$ cat src/rtl/time_set_ctrl.sv
// Time-set controller: debounced sel/up/down buttons drive an hrs/min/sec edit FSM
// that commits the edited time with a one-cycle load strobe.
module time_set_ctrl #(
    parameter int DB_TICKS      = 20,
    parameter int TIMEOUT_TICKS = 10000,
    parameter int INIT_HRS      = 12
) (
    input  logic       clk_i,
    input  logic       reset_i,
    input  logic       tick_i,
    input  logic       b_sel,
    input  logic       b_up,
    input  logic       b_down,
    output logic [5:0] set_hrs,
    output logic [5:0] set_min,
    output logic [5:0] set_sec,
    output logic       set_time,
    output logic [1:0] edit_field
);

    localparam int DBW = $clog2(DB_TICKS + 1);
    localparam int TOW = $clog2(TIMEOUT_TICKS + 1);
    localparam logic [DBW-1:0] DB_LAST = DBW'(DB_TICKS - 1);
    localparam logic [TOW-1:0] TO_LAST = TOW'(TIMEOUT_TICKS - 1);

    typedef enum logic [2:0] {
        IDLE     = 3'd0,
        EDIT_HRS = 3'd1,
        EDIT_MIN = 3'd2,
        EDIT_SEC = 3'd3,
        COMMIT   = 3'd4
    } state_t;

    state_t         state;
    logic [2:0]     raw;
    logic [2:0]     sync1;
    logic [2:0]     sync2;
    logic [2:0]     db_lvl;
    logic [2:0]     db_prev;
    logic [2:0]     press;
    logic [DBW-1:0] db_cnt [3];
    logic [TOW-1:0] idle_cnt;
    logic [5:0]     whrs;
    logic [5:0]     wmin;
    logic [5:0]     wsec;
    logic           sel_p;
    logic           up_p;
    logic           down_p;

    assign raw = {b_down, b_up, b_sel};

    // Bit 0 is sel, bit 1 up, bit 2 down throughout the button datapath.
    always_ff @(posedge clk_i) begin
        if (!reset_i) begin
            sync1   <= '0;
            sync2   <= '0;
            db_lvl  <= '0;
            db_prev <= '0;
            for (int i = 0; i < 3; i++) begin
                db_cnt[i] <= '0;
            end
        end else begin
            sync1   <= raw;
            sync2   <= sync1;
            db_prev <= db_lvl;
            if (tick_i) begin
                for (int i = 0; i < 3; i++) begin
                    if (sync2[i] != db_lvl[i]) begin
                        if (db_cnt[i] == DB_LAST) begin
                            db_lvl[i] <= ~db_lvl[i];
                            db_cnt[i] <= '0;
                        end else begin
                            db_cnt[i] <= db_cnt[i] + DBW'(1);
                        end
                    end else begin
                        db_cnt[i] <= '0;
                    end
                end
            end
        end
    end

    assign press  = db_lvl & ~db_prev;
    assign sel_p  = press[0];
    assign up_p   = press[1];
    assign down_p = press[2];

    function automatic logic [5:0] step_field(input logic [5:0] v,
                                              input logic [5:0] max_v,
                                              input logic       inc);
        logic [5:0] r;
        if (inc) begin
            r = (v == max_v) ? 6'd0 : v + 6'd1;
        end else begin
            r = (v == 6'd0) ? max_v : v - 6'd1;
        end
        return r;
    endfunction

    // sel takes priority over up/down; an up+down collision is not an accepted press.
    always_ff @(posedge clk_i) begin
        if (!reset_i) begin
            state      <= IDLE;
            set_hrs    <= 6'(INIT_HRS);
            set_min    <= 6'd0;
            set_sec    <= 6'd0;
            whrs       <= 6'd0;
            wmin       <= 6'd0;
            wsec       <= 6'd0;
            idle_cnt   <= '0;
            set_time   <= 1'b0;
            edit_field <= 2'd0;
        end else begin
            set_time <= 1'b0;
            case (state)
                IDLE: begin
                    if (sel_p) begin
                        whrs       <= set_hrs;
                        wmin       <= set_min;
                        wsec       <= set_sec;
                        idle_cnt   <= '0;
                        state      <= EDIT_HRS;
                        edit_field <= 2'd1;
                    end
                end
                EDIT_HRS, EDIT_MIN, EDIT_SEC: begin
                    if (sel_p) begin
                        idle_cnt <= '0;
                        case (state)
                            EDIT_HRS: begin
                                state      <= EDIT_MIN;
                                edit_field <= 2'd2;
                            end
                            EDIT_MIN: begin
                                state      <= EDIT_SEC;
                                edit_field <= 2'd3;
                            end
                            default: begin
                                state      <= COMMIT;
                                edit_field <= 2'd0;
                            end
                        endcase
                    end else if (up_p ^ down_p) begin
                        idle_cnt <= '0;
                        case (state)
                            EDIT_HRS: whrs <= step_field(whrs, 6'd23, up_p);
                            EDIT_MIN: wmin <= step_field(wmin, 6'd59, up_p);
                            default:  wsec <= step_field(wsec, 6'd59, up_p);
                        endcase
                    end else if (tick_i) begin
                        if (idle_cnt == TO_LAST) begin
                            idle_cnt   <= '0;
                            state      <= IDLE;
                            edit_field <= 2'd0;
                        end else begin
                            idle_cnt <= idle_cnt + TOW'(1);
                        end
                    end
                end
                COMMIT: begin
                    set_hrs    <= whrs;
                    set_min    <= wmin;
                    set_sec    <= wsec;
                    set_time   <= 1'b1;
                    state      <= IDLE;
                    edit_field <= 2'd0;
                end
                default: begin
                    state      <= IDLE;
                    edit_field <= 2'd0;
                end
            endcase
        end
    end

endmodule

$ cat config.mk
export PLATFORM = sky130hd
export DESIGN_NAME = time_set_ctrl
export DESIGN_NICKNAME = d
export VERILOG_FILES = /design/src/rtl/time_set_ctrl.sv
export SDC_FILE = /design/constraint.sdc
export NUM_CORES = 1
export LEC_CHECK = 0
export ABC_CLOCK_PERIOD_IN_PS = 4070
export CORE_MARGIN = 5
export CORE_UTILIZATION = 55
export DETAILED_ROUTE_END_ITERATION = 8
export PLACE_DENSITY = 0.76
export SLEW_MARGIN = 20
export SYNTH_ARGS = -nofsm -noshare
export SYNTH_HDL_FRONTEND = slang
export SYNTH_SLANG_ARGS = --single-unit
$ cat constraint.sdc
create_clock -name clk_i -period 4.07 [get_ports clk_i]
set_clock_uncertainty 0.1 [all_clocks]
set_input_delay 1.221 -clock clk_i [delete_from_list [all_inputs] [get_ports clk_i]]
set_output_delay 1.221 -clock clk_i [all_outputs]
set_load 0.005 [all_outputs]
Yosys cells after proc, flatten, opt, wreduce, memory -nomap -nowiden. Memory sizes are Yosys's and may differ from the RTL's. Cells that the tools add are included.

Register bits: 68. RAM bits: 15. Output and inout port bits: 21. Word-level logic and storage cells: 178. Memories: 1.

Add/sub/neg operators: 10. Equality and inequality tests: 24. Mux-type cells: 97. Bitwise operators: 15. Reductions and logical operators: 15.

Memory list: db_cnt (words 3, width 5, rd ports 3, clocked after Yosys merged registers in 0, wr ports 3, RTL line 41) `logic [DBW-1:0] db_cnt [3];`.

Operators with widths (count): $mux 6 (21); $mux 14 (5); $mux 5 (9); $mux 1 (44); $pmux 6 s2 (3); $pmux 14 s2 (1); $add 6x1->6 const B (3); $logic_not 6->1 (3); $sub 6x1->6 const B (3); $add 5x1->5 const B (3); $eq 5x5->1 const B (3); $mux 3 (5); $reduce_and 5->1 (3); $add 14x1->14 const B (1); $eq 14x14->1 const B (1); $eq 6x6->1 const B (2); $ne 2x2->1 const B (6); $pmux 3 s2 (2); $reduce_and 3->1 (4); $mux 2 (5); $ne 3x3->1 const B (3); $or 1x1->1 (9); $pmux 2 s2 (2); $eq 3x2->1 const B (2); other kinds (14) (18).

Logic depth before layout (Yosys ltp). Gate-level depths: netlist of the first run.

Depth after elaboration: 9. Depth in mapped cells: 8. Mapped depth without buffers: 7.

Worst setup path after synthesis of the first run. No wires, ideal clock.

Path kind: input to register. Start point: input port reset_i. End point: register idle_cnt[8]. Setup time: 74 ps. Arrival time: 2498 ps. Path slack: 1398 ps. Stages on the path: 6. Path buffers: 2. Cells stage by stage: clkbuf_1 inv_1 nor4_1 buf_2 o21ai_0 a31oi_1.

RTL lines: start, declared (RTL line 9) `input logic reset_i,`; end signal, assigned (RTL line 156) `idle_cnt <= idle_cnt + TOW'(1);`; end, declared (RTL line 42) `logic [TOW-1:0] idle_cnt;`.

Final worst setup path of the first run.
Start point: register edit_field[0]. End point: output port edit_field[0].

RTL lines: start, declared (RTL line 18) `output logic [1:0] edit_field`; start signal, assigned (RTL line 112) `edit_field <= 2'd0;`; start signal, assigned (RTL line 123) `edit_field <= 2'd1;`; start signal, assigned (RTL line 132) `edit_field <= 2'd2;`.

No word-level cell between the ends.

==> summary.txt, run 1 <==
status: completed
die area: 10,120 um2
input/output buffers: 26
Period minus WS final: 2.942 ns
layout net count: 569
reg2reg end: wsec[0]$_SDFFE_PN0P_
HP Class: flip-flop to flip-flop
max-slew violation count: 0
H-tree Lvls: 3
CP Launch Type: flip-flop
Syn Nets: 574
initial drt markers: 247
cell depth of the worst flop-to-flop path: 5
top-area cell type share of the netlist area: 29.25%
Worst Slack Setup Final: 1.128 ns
Tot Pwr: 1.544 mW
R2R Path Start: db_lvl[1]$_SDFFE_PN0P_
Die Height: 100.6 um
DR vias: 4,038
critical path fanouts, max: 14
number of antenna violations at the first check in global routing: 0
layout cell share with drive strength beyond 1: 6.306%
fmax: 339.9 MHz
synthesis-stage register bit count: 81
number of setup buffers added after CTS: 0
Clock Sinks: 81
Wirelength per Cell: 15.85 um
fillers: 713
asr flop ratio synth: 0%
Final period util: 72.28%
main combinational cell family by area after synthesis: simple AND/OR/NAND/NOR gates
Cells after Synth: 555
Post-Syn Area: 4517 um2
Die X: 100.6 um
TritonCTS Buffers: 9
DP Cell Count: 644
DR pass1 iterations: 5
Post-Synth XOR/XNOR Area: 4.100%
Synth Warn #: 0
slowest CP cell: clkdlybuf4s50_1
fin cells: 660
post-synthesis compound-gate area fraction: 21.52%
reg2reg setup slack: 1.36 ns
Post-Synth Simple-Gate Area: 24.60%
Mapped Avg Cell Area: 8.138 um2
Max Cap Viol: 0
Hold Buf Count CTS: 0
DRT Wirelength: 10.46 mm
CP startpoint: edit_field[0]$_SDFFE_PN0P_
ranking of synthesized cells by area: dfxtp_1 (29%), edfxtp_1 (10%), nand2_1 (6.7%)
worst slew pin tran: 0.9987 ns
post-synthesis mux area share: 1.357%
residual DRC count: 0
Post-synth EDFFs: 15
Post-DRT Antenna Nets: 0
P&R area growth vs syn: 10.39%
Hold Worst Slack: 0.3482 ns
Synth top cells by count: nand2_1 (81), dfxtp_1 (66), nor2_1 (43), clkbuf_1 (41), a21oi_1 (36)
worst setup path category: flip-flop to primary output
CP Depth: 1
vias per cell: 6.118
clock tree from TritonCTS: built
dpl hpwl: 6.934 mm
critical path required time: 2.75 ns
final setup fails: 0
worst vdd ir: 0.1472 mV
IO Count: 27
Yosys cell types: 64
# rows: 33
CTS max path bufs: 2
Yosys top cell by area: dfxtp_1
clk_lat worst skew: 0.37 ns
sequential cell area fraction in the yosys report: 39.22%
clock slew seen by the registers of the worst setup and hold paths: 0.10 ns
vias in the first global route: 3,740
Overflow after GRT: 0
Synth Flop Type: dfxtp_1
crit end category: primary output
final hold vios: 0
CTS resizes: 0
largest net degree at the start of global routing: 32
clk root buf: clkbuf_8
setup slack at placement: 0.8927 ns
crit path DAT: 1.62 ns
GRT Resource Usage Total: 21.14%
unrepaired setup endpoints after global routing: no
Ant. Diodes: 0
CP top delay family: buffers and inverters
RD Place Congestion: 0.8903
pwr/cell area: 309.7 nW/um2
TNS Setup: 0 ns
first-pass GRT wire length: 17.49 mm
max incr delay on CP: 0.64 ns
Lkg Pwr: 1.673 nW
Adder-Cell Fraction of Synth Area: 3.601%
Critical Path End: edit_field[0]
core footprint: 8093 um2
WP buf/inv: 1
Initial Util: 55.81%
most common cell in the netlist: nand2_1
worst path cell trace: clkdlybuf4s50_1
slew margin rel.: 33.13%
[kinds of logic (layout without fill, tap and decap cells)]
group	count (synthesis)	after routing
AND/OR/NAND/NOR	230	230
flip-flops	81	81
adder cells (fa/ha/maj)	13	13
AO/OA/AOI/OAI	142	142
buffers and inverters	64	64
multiplexers	6	6
XOR/XNOR	19	19
[layout make-up]
class                   count  area, um2  area share, %
flip-flops and latches     81       1772          35.53
repair buffers             32      305.3          6.123
well taps                 105      131.4          2.635
clock buffers              10      148.9          2.986
clock inverters             6      76.32          1.531
inverters                  16      60.06          1.205
multi-input cells         410       2492          49.99
[power breakdown]
group / switching (mW) / total, mW / internal (mW)
sequential: 0.00779 / 0.833 / 0.825
combinational: 0.0247 / 0.0400 / 0.0152
clock: 0.338 / 0.672 / 0.334
[cells in the final DEF, fill, tap and decap left out, types with 5 or more instances in the layout]
cell type,count
clkbuf_8,9
a311oi_1,7
nand2b_1,12
xor2_1,7
nor4_1,7
mux2i_1,5
clkdlybuf4s50_1,26
or3_1,8
o22ai_1,6
xnor2_1,11
o21ai_0,16
nand4_1,8
nand3_1,25
o211ai_1,11
nor2_1,43
dfxtp_1,66
a21oi_1,36
inv_1,16
nand2_1,81
nor3_1,12
and2_1,13
a31oi_1,20
buf_4,6
edfxtp_1,15
ha_1,13
[flip-flops by register name, summed over array words and instances, names as in the netlist, 3 cells and up]
signal	count
sync1	3
whrs	6
db_cnt	15
wsec	6
set_sec	6
db_lvl	3
set_min	6
set_hrs	6
idle_cnt	14
db_prev	3
sync2	3
wmin	6
[worst min path at each step]
| stage | from | cells past startpoint | slack (ns) | end |
|---|---|---|---|---|
| 2_1_floorplan | sync1[0]$_SDFF_PN0_ | 1 | 0.31 | sync2[0]$_SDFF_PN0_ |
| 3_3_place_gp | sync1[0]$_SDFF_PN0_ | 1 | 0.31 | sync2[0]$_SDFF_PN0_ |
| 3_5_place_dp | sync1[0]$_SDFF_PN0_ | 1 | 0.33 | sync2[0]$_SDFF_PN0_ |
| 4_1_cts | sync1[0]$_SDFF_PN0_ | 1 | 0.35 | sync2[0]$_SDFF_PN0_ |
| 5_1_grt | sync1[2]$_SDFF_PN0_ | 1 | 0.36 | sync2[2]$_SDFF_PN0_ |
| 6_report | sync1[2]$_SDFF_PN0_ | 1 | 0.35 | sync2[2]$_SDFF_PN0_ |
[per-layer routing]
metal  up-vias  part of all wire, %  global-route usage [%]
met5         -                    0                       0
met4         0                  1.4                   8.290
met3        14                  3.8                   3.737
met2        82                   47                   34.03
met1      1939                   47                   28.17
li1       2003                    -                       -
[per-stage QoR]
step           area, um2  utilization (%)
2_1_floorplan       4517                -
3_3_place_gp        4761            58.83
3_5_place_dp        4761            58.83
4_1_cts             4986            61.61
5_1_grt             4986            61.61
6_report            4986            61.61
(Power assumes the default switching activity.)
==> run 2: changes to the inputs <==
--- a/config.mk
+++ b/config.mk
@@ -5,7 +5,7 @@
 export SDC_FILE = /design/constraint.sdc
 export NUM_CORES = 1
 export LEC_CHECK = 0
-export ABC_CLOCK_PERIOD_IN_PS = 4070
+export ABC_CLOCK_PERIOD_IN_PS = 2950
 export CORE_MARGIN = 5
 export CORE_UTILIZATION = 55
 export DETAILED_ROUTE_END_ITERATION = 8
==> constraint.sdc (replaced) <==
create_clock -name clk_i -period 2.95 [get_ports clk_i]
set_clock_uncertainty 0.1 [all_clocks]
set_input_delay 0.885 -clock clk_i [delete_from_list [all_inputs] [get_ports clk_i]]
set_output_delay 0.885 -clock clk_i [all_outputs]
set_load 0.005 [all_outputs]
==> summary.txt, run 2 (same netlist as run 1, synthesis figures left out) <==
Wirelength per Cell: 15.67 um
H-tree Lvls: 3
layout cell share with drive strength beyond 1: 7.143%
Post-DRT Antenna Nets: 0
fin cells: 665
Overflow after GRT: 0
CTS resizes: 0
design area: 5029 um2
number of setup buffers added after CTS: 0
crit path DAT: 1.61 ns
Ant. Diodes: 0
CP top delay family: buffers and inverters
critical path fanouts, max: 14
# rows: 33
final setup fails: 0
switch share: 23.16%
TritonCTS Buffers: 9
first-pass GRT wire length: 17.70 mm
unrepaired setup endpoints after global routing: no
DR vias: 4,071
DR pass1 iterations: 5
IO Count: 27
worst slew pin tran: 0.9436 ns
clock tree from TritonCTS: built
crit end category: primary output
Die X: 100.6 um
Hold Buf Count CTS: 0
Most flops, register: db_cnt
input/output buffers: 26
CTS max path bufs: 2
CP Launch Type: flip-flop
number of antenna violations at the first check in global routing: 0
Placed Area: 4798 um2
Net Sw Power: 0.4986 mW
max incr delay on CP: 0.63 ns
DP Cell Count: 649
slowest CP cell: clkdlybuf4s50_1
Max Cap Viol: 0
most frequent cells in the layout: nand2_1 (81), dfxtp_1 (66), nor2_1 (43)
highest metal used: met4
clk root buf: clkbuf_8
core footprint: 8093 um2
internal power: 1.654 mW
Initial Util: 55.81%
dpl hpwl: 6.946 mm
vias in the first global route: 3,706
top flop regs: db_cnt x15, idle_cnt x14
Lkg Pwr: 1.699 nW
final hold vios: 0
Period minus WS final: 2.596 ns
layout net count: 574
clock slew seen by the registers of the worst setup and hold paths: 0.09 ns
WP buf/inv: 1
die area: 10,120 um2
HP Class: flip-flop to flip-flop
Tot Pwr: 2.153 mW
P&R area growth vs syn: 11.33%
Clk pwr share: 44.1%
fmax: 385.2 MHz
RD Place Congestion: 0.8710
critical path required time: 1.97 ns
max reg flops: 15
GRT Resource Usage Total: 21.51%
wl on met1: 4.775 mm
DRT Wirelength: 10.42 mm
initial drt markers: 288
met2 wire length: 4.924 mm
worst path cell trace: clkdlybuf4s50_1
residual DRC count: 0
worst setup path category: flip-flop to primary output
WL met3: 572 um
largest net degree at the start of global routing: 32
max-slew violation count: 0
status: completed
pwr/cell area: 428.2 nW/um2
slew margin rel.: 36.82%
Clock Sinks: 81
clk_lat worst skew: 0.37 ns
vias per cell: 6.122
Final period util: 88.01%
worst vdd ir: 0.2612 mV
most common cell after layout, fill and taps aside: nand2_1
Die Height: 100.6 um
Sequential Power Share: 53.3%
Hold Worst Slack: 0.3500 ns
combinational power share: 2.6%
TNS Setup: 0 ns
-- run 2: final cells by class --
type	instances	area [um2]
Clock buffer	9	123.9
Timing Repair Buffer	37	342.8
Clock inverter	7	106.4
Multi-Input combinational cell	410	2492
Tap cell	105	131.4
Inverter	16	60.06
Fill cell	722	3064
Sequential cell	81	1772
-- run 2: path summary, 6_finish.rpt --
kind                                            startpoint                        end  slack (ns)  depth (start not counted)
worst max-delay path            edit_field[0]$_SDFFE_PN0P_              edit_field[0]        0.35                          1
worst max register to register    idle_cnt[4]$_SDFFE_PN0P_  idle_cnt[10]$_SDFFE_PN0P_        0.57                          6
worst min register to register         sync1[2]$_SDFF_PN0_        sync2[2]$_SDFF_PN0_        0.35                          1
worst min-delay path                   sync1[2]$_SDFF_PN0_        sync2[2]$_SDFF_PN0_        0.35                          1
-- run 2: power groups by stage --
stage               combinational [mW]  sequential, mW  clock (mW)
floorplan                       0.0369            1.17           0
global placement                0.0546            1.17           0
detailed placement              0.0558            1.17           0
CTS                             0.0567            1.15       0.965
global route                    0.0622            1.15        1.01
finish                          0.0561            1.15       0.949
-- run 2: metrics by stage --
stage | setup WS [ns] | utilization (%)
after global placement | 0.3223 | 59.29
after floorplan | 0.6137 | -
after detailed placement | 0.2940 | 59.29
final | 0.3539 | 62.14
after CTS | 0.3520 | 62.14
after global routing | 0.2809 | 62.14
-- run 2: routing by layer --
metal	vias to the layer above	global-route usage, %
li1	2008	-
met1	1919	29.12
met2	131	35.14
met3	13	3.253
met4	0	7.150
met5	-	0
==> run 3: changes to the inputs <==
--- a/config.mk
+++ b/config.mk
@@ -6,7 +6,7 @@
 export NUM_CORES = 1
 export LEC_CHECK = 0
 export ABC_CLOCK_PERIOD_IN_PS = 2950
-export CORE_MARGIN = 5
+export CAP_MARGIN = 20
 export CORE_UTILIZATION = 55
 export DETAILED_ROUTE_END_ITERATION = 8
 export PLACE_DENSITY = 0.76
==> summary.txt, run 3 (same netlist as run 1, synthesis figures left out) <==
reg2reg setup slack: 0.67 ns
layout net count: 574
vias per cell: 6.187
combinational power share: 2.4%
Die X: 92.62 um
HP Class: flip-flop to flip-flop
H-tree Lvls: 3
DRT Wirelength: 10.29 mm
clock slew seen by the registers of the worst setup and hold paths: 0.09 ns
final hold vios: 0
unrepaired setup endpoints after global routing: no
slowest CP cell: clkdlybuf4s50_1
Clock Sinks: 81
number of setup buffers added after CTS: 0
core footprint: 7848 um2
worst setup path category: flip-flop to primary output
clk root buf: clkbuf_8
IO Count: 27
layout cell share with drive strength beyond 1: 7.143%
first-pass GRT wire length: 17.57 mm
worst path cell trace: clkdlybuf4s50_1
utilization after layout: 64.30%
DR vias: 4,096
residual DRC count: 0
Final period util: 85.25%
Hold EP: sync2[1]$_SDFF_PN0_
Die Height: 92.62 um
internal power: 1.708 mW
most frequent cells in the layout: nand2_1 (81), dfxtp_1 (66), nor2_1 (43)
WP buf/inv: 1
Lkg Pwr: 1.711 nW
reg2reg end: edit_field[0]$_SDFFE_PN0P_
slew margin rel.: 35.83%
CTS max path bufs: 2
largest net degree at the start of global routing: 32
max-slew violation count: 0
top flop regs: db_cnt x15, idle_cnt x14
Sequential Power Share: 52.0%
TritonCTS Buffers: 9
Most flops, register: db_cnt
# rows: 32
cell depth of the worst flop-to-flop path: 5
Hold Startpoint: sync1[1]$_SDFF_PN0_
CP Launch Type: flip-flop
clock tree from TritonCTS: built
critical path required time: 1.97 ns
CTS resizes: 0
Tot Pwr: 2.210 mW
CP top delay family: buffers and inverters
input/output buffers: 26
Initial Util: 57.56%
Wirelength per Cell: 15.55 um
most common cell after layout, fill and taps aside: nand2_1
DR pass1 iterations: 5
dpl hpwl: 6.890 mm
die area: 8578 um2
CP startpoint: state[1]$_SDFFE_PN0P_
clk_lat worst skew: 0.36 ns
initial drt markers: 264
fmax: 397.7 MHz
Net Sw Power: 0.5025 mW
Max Cap Viol: 0
crit end category: primary output
Post-DRT Antenna Nets: 0
critical path fanouts, max: 12
worst slew pin tran: 0.9583 ns
number of antenna violations at the first check in global routing: 0
vias in the first global route: 3,769
crit path DAT: 1.53 ns
pwr/cell area: 438.1 nW/um2
RD Place Congestion: 0.8420
R2R Path Start: idle_cnt[4]$_SDFFE_PN0P_
Ant. Diodes: 0
TNS Setup: 0 ns
switch share: 22.73%
final setup fails: 0
status: completed
Period minus WS final: 2.515 ns
worst hold stages: 1
Overflow after GRT: 0
GRT Resource Usage Total: 25.51%
Hold Buf Count CTS: 0
max incr delay on CP: 0.59 ns
max reg flops: 15
P&R area growth vs syn: 11.72%
Clk pwr share: 45.6%
worst vdd ir: 0.2262 mV
## run 3: layout make-up
class                           instances  area, um2
Timing Repair Buffer                   37      342.8
Multi-Input combinational cell        410       2492
Fill cell                             696       2801
Clock inverter                          6      102.6
Tap cell                              102      127.6
Inverter                               16      60.06
Sequential cell                        81       1772
Clock buffer                           10      148.9
## run 3: metal layers
metal | global-route usage [%] | part of all wire (%) | wire length, um | up-vias
met4 | 8.718 | 1.4 | 147 | 0
met5 | 0 | 0 | 0 | -
li1 | - | - | - | 2011
met1 | 35.28 | 47 | 4874 | 1945
met2 | 40.19 | 46 | 4750 | 124
met3 | 4.516 | 5.1 | 521 | 16
## run 3: how the worst max path moves through the flow
stage,to,slack (ns),cells past startpoint
floorplan,idle_cnt[8]$_SDFFE_PN0P_,0.61,6
global placement,idle_cnt[5]$_SDFFE_PN0P_,0.32,6
detailed placement,idle_cnt[9]$_SDFFE_PN0P_,0.26,5
CTS,edit_field[1],0.43,1
global route,idle_cnt[9]$_SDFFE_PN0P_,0.40,5
finish,edit_field[1],0.44,1
## run 3: power by group through the flow
| stage | registers, mW | clock network, mW | logic [mW] |
|---|---|---|---|
| floorplan | 1.17 | 0 | 0.0369 |
| global placement | 1.17 | 0 | 0.0532 |
| detailed placement | 1.17 | 0 | 0.0541 |
| CTS | 1.15 | 1.02 | 0.0545 |
| global route | 1.15 | 1.06 | 0.0603 |
| finish | 1.15 | 1.01 | 0.0539 |
## run 3: metrics by stage
stage | cells | setup slack (ns) | cell area [um2] | hold slack (ns)
floorplan | 555 | 0.6137 | 4517 | 0.3119
global placement | 646 | 0.3190 | 4795 | 0.3244
detailed placement | 646 | 0.2592 | 4795 | 0.3190
CTS | 662 | 0.4325 | 5046 | 0.3416
global route | 662 | 0.3957 | 5046 | 0.3453
finish | 662 | 0.4353 | 5046 | 0.3387
